## src/rtl/led_cmd_serializer_if.sv

```systemverilog
// Command handshake between an LED command source and the serializer.
// The source owns the command fields and valid; the serializer owns ready.
interface led_cmd_serializer_if;
    logic [4:0] cmd_addr;
    logic       cmd_active;
    logic       cmd_pattern;
    logic       cmd_valid;
    logic       cmd_ready;

    modport master (
        output cmd_addr,
        output cmd_active,
        output cmd_pattern,
        output cmd_valid,
        input  cmd_ready
    );

    modport slave (
        input  cmd_addr,
        input  cmd_active,
        input  cmd_pattern,
        input  cmd_valid,
        output cmd_ready
    );
endinterface

```

## src/rtl/led_cmd_serializer.sv

```systemverilog
// Turns one parallel LED command into a 7-bit MSB-first frame on s_clk/s_data,
// followed by an s_latch strobe. Out-of-range addresses are rejected with err.
module led_cmd_serializer #(
    parameter int HALF_PERIOD  = 4,
    parameter int LATCH_CYCLES = 2,
    parameter int LED_TOT      = 19
) (
    input  logic                 clk,
    input  logic                 rst_n,
    led_cmd_serializer_if.slave  cmd,
    output logic                 s_clk,
    output logic                 s_data,
    output logic                 s_latch,
    output logic                 done,
    output logic                 err
);
    localparam int PMAX = (HALF_PERIOD > LATCH_CYCLES) ? HALF_PERIOD : LATCH_CYCLES;
    localparam int PW   = (PMAX > 1) ? $clog2(PMAX) : 1;
    localparam logic [PW-1:0] HP_LAST = PW'(HALF_PERIOD - 1);
    localparam logic [PW-1:0] LC_LAST = PW'(LATCH_CYCLES - 1);

    typedef enum logic [1:0] {IDLE, LOW, HIGH, LATCH} state_t;

    state_t          state_reg, state_next;
    logic [PW-1:0]   phase_reg, phase_next;
    logic [2:0]      bit_reg, bit_next;
    logic [6:0]      frame_reg, frame_next;
    logic            ready_reg, s_clk_reg, s_data_reg, s_latch_reg, done_reg, err_reg;
    logic            done_next, err_next;
    logic            accept, addr_ok;

    assign accept  = cmd.cmd_valid & ready_reg;
    assign addr_ok = (32'(cmd.cmd_addr) < LED_TOT);

    always_comb begin
        state_next = state_reg;
        phase_next = phase_reg;
        bit_next   = bit_reg;
        frame_next = frame_reg;
        done_next  = 1'b0;
        err_next   = 1'b0;
        case (state_reg)
            IDLE: begin
                if (accept) begin
                    if (addr_ok) begin
                        frame_next = {cmd.cmd_pattern, cmd.cmd_active, cmd.cmd_addr};
                        bit_next   = 3'd6;
                        phase_next = '0;
                        state_next = LOW;
                    end else begin
                        err_next = 1'b1;
                    end
                end
            end
            LOW: begin
                if (phase_reg == HP_LAST) begin
                    phase_next = '0;
                    state_next = HIGH;
                end else begin
                    phase_next = phase_reg + 1'b1;
                end
            end
            HIGH: begin
                if (phase_reg == HP_LAST) begin
                    phase_next = '0;
                    // Bit 0 finishes the frame; the counter never wraps below it.
                    if (bit_reg == 3'd0) begin
                        state_next = LATCH;
                    end else begin
                        bit_next   = bit_reg - 3'd1;
                        state_next = LOW;
                    end
                end else begin
                    phase_next = phase_reg + 1'b1;
                end
            end
            LATCH: begin
                if (phase_reg == LC_LAST) begin
                    phase_next = '0;
                    state_next = IDLE;
                    done_next  = 1'b1;
                end else begin
                    phase_next = phase_reg + 1'b1;
                end
            end
            default: state_next = IDLE;
        endcase
    end

    // Outputs are registered from the next state so they line up with state_reg.
    always_ff @(posedge clk or negedge rst_n) begin
        if (!rst_n) begin
            state_reg   <= IDLE;
            phase_reg   <= '0;
            bit_reg     <= 3'd0;
            frame_reg   <= 7'd0;
            ready_reg   <= 1'b0;
            s_clk_reg   <= 1'b0;
            s_data_reg  <= 1'b0;
            s_latch_reg <= 1'b0;
            done_reg    <= 1'b0;
            err_reg     <= 1'b0;
        end else begin
            state_reg   <= state_next;
            phase_reg   <= phase_next;
            bit_reg     <= bit_next;
            frame_reg   <= frame_next;
            ready_reg   <= (state_next == IDLE);
            s_clk_reg   <= (state_next == HIGH);
            s_data_reg  <= ((state_next == LOW) || (state_next == HIGH)) & frame_next[bit_next];
            s_latch_reg <= (state_next == LATCH);
            done_reg    <= done_next;
            err_reg     <= err_next;
        end
    end

    assign cmd.cmd_ready = ready_reg;
    assign s_clk         = s_clk_reg;
    assign s_data        = s_data_reg;
    assign s_latch       = s_latch_reg;
    assign done          = done_reg;
    assign err           = err_reg;
endmodule
```

## src/flat_wrapper.sv

```systemverilog
// flat-port wrapper written by rule: the top's interface ports become plain ports
module led_cmd_serializer_flat 
#(
    parameter int HALF_PERIOD  = 4,
    parameter int LATCH_CYCLES = 2,
    parameter int LED_TOT      = 19
)
  (clk, rst_n, s_clk, s_data, s_latch, done, err, cmd_cmd_addr, cmd_cmd_active, cmd_cmd_pattern, cmd_cmd_valid, cmd_cmd_ready);
  led_cmd_serializer_if cmd_i ();
  input  logic clk;
  input  logic rst_n;
  output logic s_clk;
  output logic s_data;
  output logic s_latch;
  output logic done;
  output logic err;
  input wire logic [$bits(cmd_i.cmd_addr)-1:0] cmd_cmd_addr;
  input wire logic [$bits(cmd_i.cmd_active)-1:0] cmd_cmd_active;
  input wire logic [$bits(cmd_i.cmd_pattern)-1:0] cmd_cmd_pattern;
  input wire logic [$bits(cmd_i.cmd_valid)-1:0] cmd_cmd_valid;
  output wire logic [$bits(cmd_i.cmd_ready)-1:0] cmd_cmd_ready;
  assign cmd_i.cmd_addr = cmd_cmd_addr;
  assign cmd_i.cmd_active = cmd_cmd_active;
  assign cmd_i.cmd_pattern = cmd_cmd_pattern;
  assign cmd_i.cmd_valid = cmd_cmd_valid;
  assign cmd_cmd_ready = cmd_i.cmd_ready;
  led_cmd_serializer #(.HALF_PERIOD(HALF_PERIOD), .LATCH_CYCLES(LATCH_CYCLES), .LED_TOT(LED_TOT)) u_core (.clk(clk), .rst_n(rst_n), .cmd(cmd_i), .s_clk(s_clk), .s_data(s_data), .s_latch(s_latch), .done(done), .err(err));
endmodule
```

## config.mk

```make
export PLATFORM = sky130hd
export DESIGN_NAME = led_cmd_serializer_flat
export DESIGN_NICKNAME = d
export VERILOG_FILES = /design/src/rtl/led_cmd_serializer_if.sv /design/src/rtl/led_cmd_serializer.sv /design/src/flat_wrapper.sv
export SDC_FILE = /design/constraint.sdc
export NUM_CORES = 1
export LEC_CHECK = 0
export CAP_MARGIN = 20
export CORE_UTILIZATION = 50
export CTS_BUF_LIST = sky130_fd_sc_hd__clkbuf_16
export CTS_CLUSTER_DIAMETER = 100
export DETAILED_ROUTE_END_ITERATION = 16
export GPL_TIMING_DRIVEN = 0
export PLACE_DENSITY = 0.74
export SETUP_SLACK_MARGIN = 0.02
export SYNTH_ARGS = -nofsm -noshare
export SYNTH_HDL_FRONTEND = slang
export SYNTH_SLANG_ARGS = --single-unit
```

## constraint.sdc

```tcl
create_clock -name clk -period 3.6 [get_ports clk]
set_input_delay 0.54 -clock clk [delete_from_list [all_inputs] [get_ports clk]]
set_output_delay 0.54 -clock clk [all_outputs]
set_load 0.02 [all_outputs]
```

## After elaboration in Yosys (flattened, before gate mapping)

Cells that the tools add are included.
Widths: inputs -> output; s select.

- Bits in registers: 20

- $add $sub $neg: 2
- Magnitude comparators: 2
- Equality and inequality tests: 10
- Muxes and demuxes: 27
- Bitwise logic cells: 2
- Reductions and logical operators: 6

Operators by type and width:

| cell | number |
|---|---|
| $mux 7 | 3 |
| $mux 2 | 10 |
| $mux 3 | 4 |
| $eq 2x2->1 const B | 5 |
| $pmux 2 s4 | 1 |
| $eq 2x1->1 const B | 3 |
| $mux 1 | 6 |
| $pmux 2 s3 | 1 |
| $pmux 3 s2 | 1 |
| $lt 5x5->1 const B | 1 |
| $logic_not 2->1 | 2 |
| $lt 3x4->1 const B | 1 |
| $ne 2x1->1 const B | 2 |
| $bmux 1 s3 | 1 |
| $logic_not 3->1 | 1 |
| $sub 3x1->3 const B | 1 |
| $add 2x1->2 const B | 1 |
| $and 1x1->1 | 2 |
| $reduce_and 2->1 | 1 |
| $reduce_or 2->1 | 1 |
| $logic_or 1x1->1 | 1 |

## Longest topological paths before layout

Gate-level depths: netlist of the first run.

- Word-level depth: 7
- Gate-level depth with buffers: 12
- Depth with buffers taken out: 11

## Worst setup path after synthesis of the first run

No wires, ideal clock.

- Kind: input to register
- Start point: input cmd_cmd_addr[0]
- End point: register u_core.s_data_reg (netlist: u_core.s_data)
- Arrival: 2.503 ns
- Data required time: 3.505 ns
- Setup slack: 1.002 ns
- Stages: 9
- Buffers on the path: 1
- Cell sequence: a211o_2 a21o_1 clkbuf_1 o311ai_0 o21ai_0 ha_1 nand2_1 or4b_1 o31ai_1

- Cells in the longest elaborated chain, start to end: 7

RTL lines:

| item | RTL line | text |
|---|---|---|
| start: declaration | flat_wrapper.sv:17 | `input wire logic [$bits(cmd_i.cmd_addr)-1:0] cmd_cmd_addr;` |
| $lt 5x5->1 * | led_cmd_serializer.sv:33 | `assign addr_ok = (32'(cmd.cmd_addr) < LED_TOT);` |
| $mux 2 * | led_cmd_serializer.sv:45 | `if (addr_ok) begin` |
| $mux 2 * | led_cmd_serializer.sv:44 | `if (accept) begin` |
| $pmux 2 s4 * | led_cmd_serializer.sv:42 | `case (state_reg)` |
| named net u_core.state_next[1] | led_cmd_serializer.sv:24 | `state_t state_reg, state_next;` |
| $eq 2x1->1 / $eq 2x2->1 (equally long branches) | led_cmd_serializer.sv:110 | `s_data_reg <= ((state_next == LOW) \|\| (state_next == HIGH)) & frame_next[bit_next];` |
| $logic_or 1x1->1 * | led_cmd_serializer.sv:110 |  |
| $and 1x1->1 * | led_cmd_serializer.sv:110 |  |
| end signal: assignment | led_cmd_serializer.sv:110 |  |
| end: declaration | led_cmd_serializer.sv:28 | `logic ready_reg, s_clk_reg, s_data_reg, s_latch_reg, done_reg, err_reg;` |

Mark *: on every way through the listed nets, which the timed path passes. The rest lies on a longest branch. The select of a mux whose other input is x is not followed.
A chain may end at the register's enable or synchronous reset.

## Final worst setup path of the first run

Ends and elaborated chain as after synthesis.

==> results by group, run 1 <==
Worst hold path
  • Min-delay worst type: register to register
  • Hold Crit Depth: 2

Critical path
  • Data required, critical path: 3.75 ns
  • Slowest cell on crit path: or4b_1
  • Setup Crit Path Kind: primary input to register
  • Critical path data arrival time: 3.23 ns
  • CP peak stage delay: 0.47 ns
  • Reg2Reg Depth: 12
  • Type of origin of the critical path: primary input
  • Setup crit end kind: register
  • Worst-path fanout max: 10
  • Critical path, cell by cell: clkdlybuf4s50_1 > a211o_2 > a21o_1 > clkbuf_1 > o311ai_0 > o21ai_0 > ha_1 > nand2_1 > or4b_1 > o31ai_1

CTS
  • CTS tree: built
  • Post-CTS Setup Bufs: 0
  • Cells resized by post-CTS repair: 0
  • Num Clock Sinks: 20
  • Clk slew on worst S/H paths: 0.05 ns
  • H-Tree Depth: 1
  • Clock latency on the worst-skew pair: 0.25 ns
  • CTS Buffer Depth: 2
  • Hold-fix buffers, CTS: 0
  • CTS root buf: clkbuf_16
  • TritonCTS Buffers: 3

GRT
  • First-pass GRT wire length: 4200 µm
  • Vias in the first global route: 974
  • Initial antenna violation count: 0
  • Largest net degree at the start of global routing: 21
  • Total global routing overflow: 0
  • All-Layer GR Usage: 21.7%

Detailed routing
  • Initial DRC count: 23
  • Antenna Nets Post-Route: 0
  • First-pass DRT Iterations: 4
  • WL/cell: 14.0 µm
  • Vias: 961
  • WL met3: 91 µm
  • Routed Wire Length: 2340 µm
  • Met2 WL post-DR: 1110 µm
  • Max layer used: met4
  • DRC Markers: 0
  • DRT met1 WL: 1090 µm
  • DR vias/cell: 5.75

Cells and area
  • Post-layout util: 65.7%
  • Count of non-filler cells in the finished layout: 167
  • Layout area overhead: 21.6%
  • Max FFs per register: 7
  • ANT cells: 0
  • Number of nets in the layout: 163
  • Fraction of layout cells with a size suffix above 1: 13.7%

Pwr
  • Worst vdd ir: 237 µV
  • P per Cell Area: 317 mW/mm²
  • Leakage dissipation: 0.696 nW

Placed design
  • Hpwl dp: 1730 µm
  • Cells after DPL: 164
  • Final weighted congestion in routability-driven placement: 0.751
  • IO buf count: 15

STA
  • Final setup fails: 0
  • Fin. max-slew vios: 0
  • Fmax: 0.324 GHz
  • Fin Clk Skew: 0.000951 ns
  • Max-slew headroom: 41.3%
  • Final Hold Fails: 0
  • Worst-Margin Slew: 0.878 ns
  • Final Cycle Share: 85.6%
  • Setup TNS: 0 ns
  • Post-route minimum period: 3.08 ns
  • RSZ-0062 raised after global routing: false

Flow run
  • MaxCap Viol Count: 0

Die
  • Chip Height: 51.1 µm
  • Cell row count: 17
  • Die span in x: 51.1 µm
  • Die area: 0.00261 mm²
  • IO Pins: 16
  • CORE AREA: 0.00223 mm²
  • Initial Util: 54.0%

Outcome
  • Status: completed

Synthesis
  • #FFs+latches synth: 20
  • Post-synth top area share: 41.5%
  • Post-synth ARST share: 100%
  • Largest family of logic cells by synthesized area: compound AO/OA/AOI/OAI gates
  • Area contributors post-synth: dfrtp_1 (41%), ha_1 (12%), nand2_1 (6.8%), inv_1 (3.7%), a21oi_1 (2.1%)
  • Number of synthesized flops with an enable pin: 0
  • Mapped Avg Cell Area: 9.97 µm²
  • Gate Count Post-Synth: 121
  • Post-synthesis cell area: 0.00121 mm²
  • Post-synthesis sequential area ratio: 41.5%
  • Cell taking the most area after synthesis: dfrtp_1
  • Adder-cell area share of the yosys netlist: 12.4%
  • Post-synth top flop: dfrtp_1
  • Compound-Gate Fraction of Synth Area: 22.6%
  • Post-Synth XOR/XNOR Area: 0%
  • Post-synth net total: 143
  • Mux share of post-synthesis cell area: 0%
  • Cell variety after synth: 45
  • Yosys warning total: 0
  • Simple-gate share of the synthesized area: 18.5%
report_power, final:
group / internal [mW] / switching, mW / total, mW / leakage, nW
combinational: 0.00958 / 0.00853 / 0.0181 / 0.389
clock: 0.146 / 0.0758 / 0.222 / 0.0370
sequential: 0.225 / 0 / 0.225 / 0.270
worst max-delay path: cells and delay by family:
family	cells	cell delay [ns]
adder cells (fa/ha/maj)	1	0.38
AND/OR/NAND/NOR	2	0.52
AO/OA/AOI/OAI	5	1.15
buffers and inverters	2	0.64
placed cells by master, fill, tap and decap left out, types with 2 or more instances in the layout:
cell / instances
nand2b_1: 2
and2_1: 2
clkbuf_16: 3
clkdlybuf4s50_1: 15
o21a_1: 2
o211ai_1: 2
o21ai_0: 5
inv_1: 12
dfrtp_1: 20
nand3b_1: 2
o22ai_1: 2
nand2_1: 22
ha_1: 12
a21oi_1: 5
layer usage:
| metal | GRT usage, % | vias to the layer above |
|---|---|---|
| li1 | - | 464 |
| met1 | 28.8 | 461 |
| met2 | 35.7 | 29 |
| met3 | 2.68 | 7 |
| met4 | 8.33 | 0 |
| met5 | 0 | - |
cell usage after synthesis, drive strengths merged (3+ instances only):
master	count
inv	12
o21ai	5
o211ai	3
dfrtp	20
o21a	3
or3	3
ha	12
a21oi	6
nand2	23
o22ai	3
logic make-up after synthesis:
family / after synthesis
DFF: 20
and+or+nand+nor: 41
AOI/OAI and AO/OA: 34
adders and majority gates: 12
buffers and inverters: 14
final timing paths:
kind / from / endpoint / slack [ns]
max: cmd_cmd_addr[0] / u_core.s_data / 0.52
min: u_core.frame_reg[6] / u_core.frame_reg[6] / 0.47
max reg2reg: u_core.state_reg[0] / u_core.s_data / 0.65
min reg2reg: u_core.frame_reg[6] / u_core.frame_reg[6] / 0.47
max in group asynchronous: rst_n / u_core.state_reg[0] / 2.27
min in group asynchronous: rst_n / u_core.frame_reg[5] / 0.79
per-stage QoR:
| stage | cell area [µm²] | power [mW] | hold slack (ns) | setup WS [ns] |
|---|---|---|---|---|
| 2_1_floorplan | 1210 | 0.231 | 0.244 | 1.00 |
| 3_3_place_gp | 1390 | 0.247 | 0.454 | 0.296 |
| 3_5_place_dp | 1390 | 0.247 | 0.461 | 0.315 |
| 4_1_cts | 1470 | 0.467 | 0.473 | 0.523 |
| 5_1_grt | 1470 | 0.475 | 0.484 | 0.344 |
| 6_report | 1470 | 0.465 | 0.475 | 0.517 |
final cells by class:
class                      instances  area, µm²
fill                             177        767
multi-input combinational         87        646
sequential                        20        500
timing repair buffer              15        150
clock buffer                       3       75.1
inverter                          12       45.0
tap                               28       35.0
buffer                             2       15.0
Power figures use the tool's default switching activity.
==> inputs of run 2 (changes only) <==
--- a/config.mk
+++ b/config.mk
@@ -13,6 +13,7 @@
 export GPL_TIMING_DRIVEN = 0
 export PLACE_DENSITY = 0.74
 export SETUP_SLACK_MARGIN = 0.02
+export SKIP_LAST_GASP = 1
 export SYNTH_ARGS = -nofsm -noshare
 export SYNTH_HDL_FRONTEND = slang
 export SYNTH_SLANG_ARGS = --single-unit
==> results of run 2 <==
No change in the layout: final DEF, timing and power equal those of run 1.
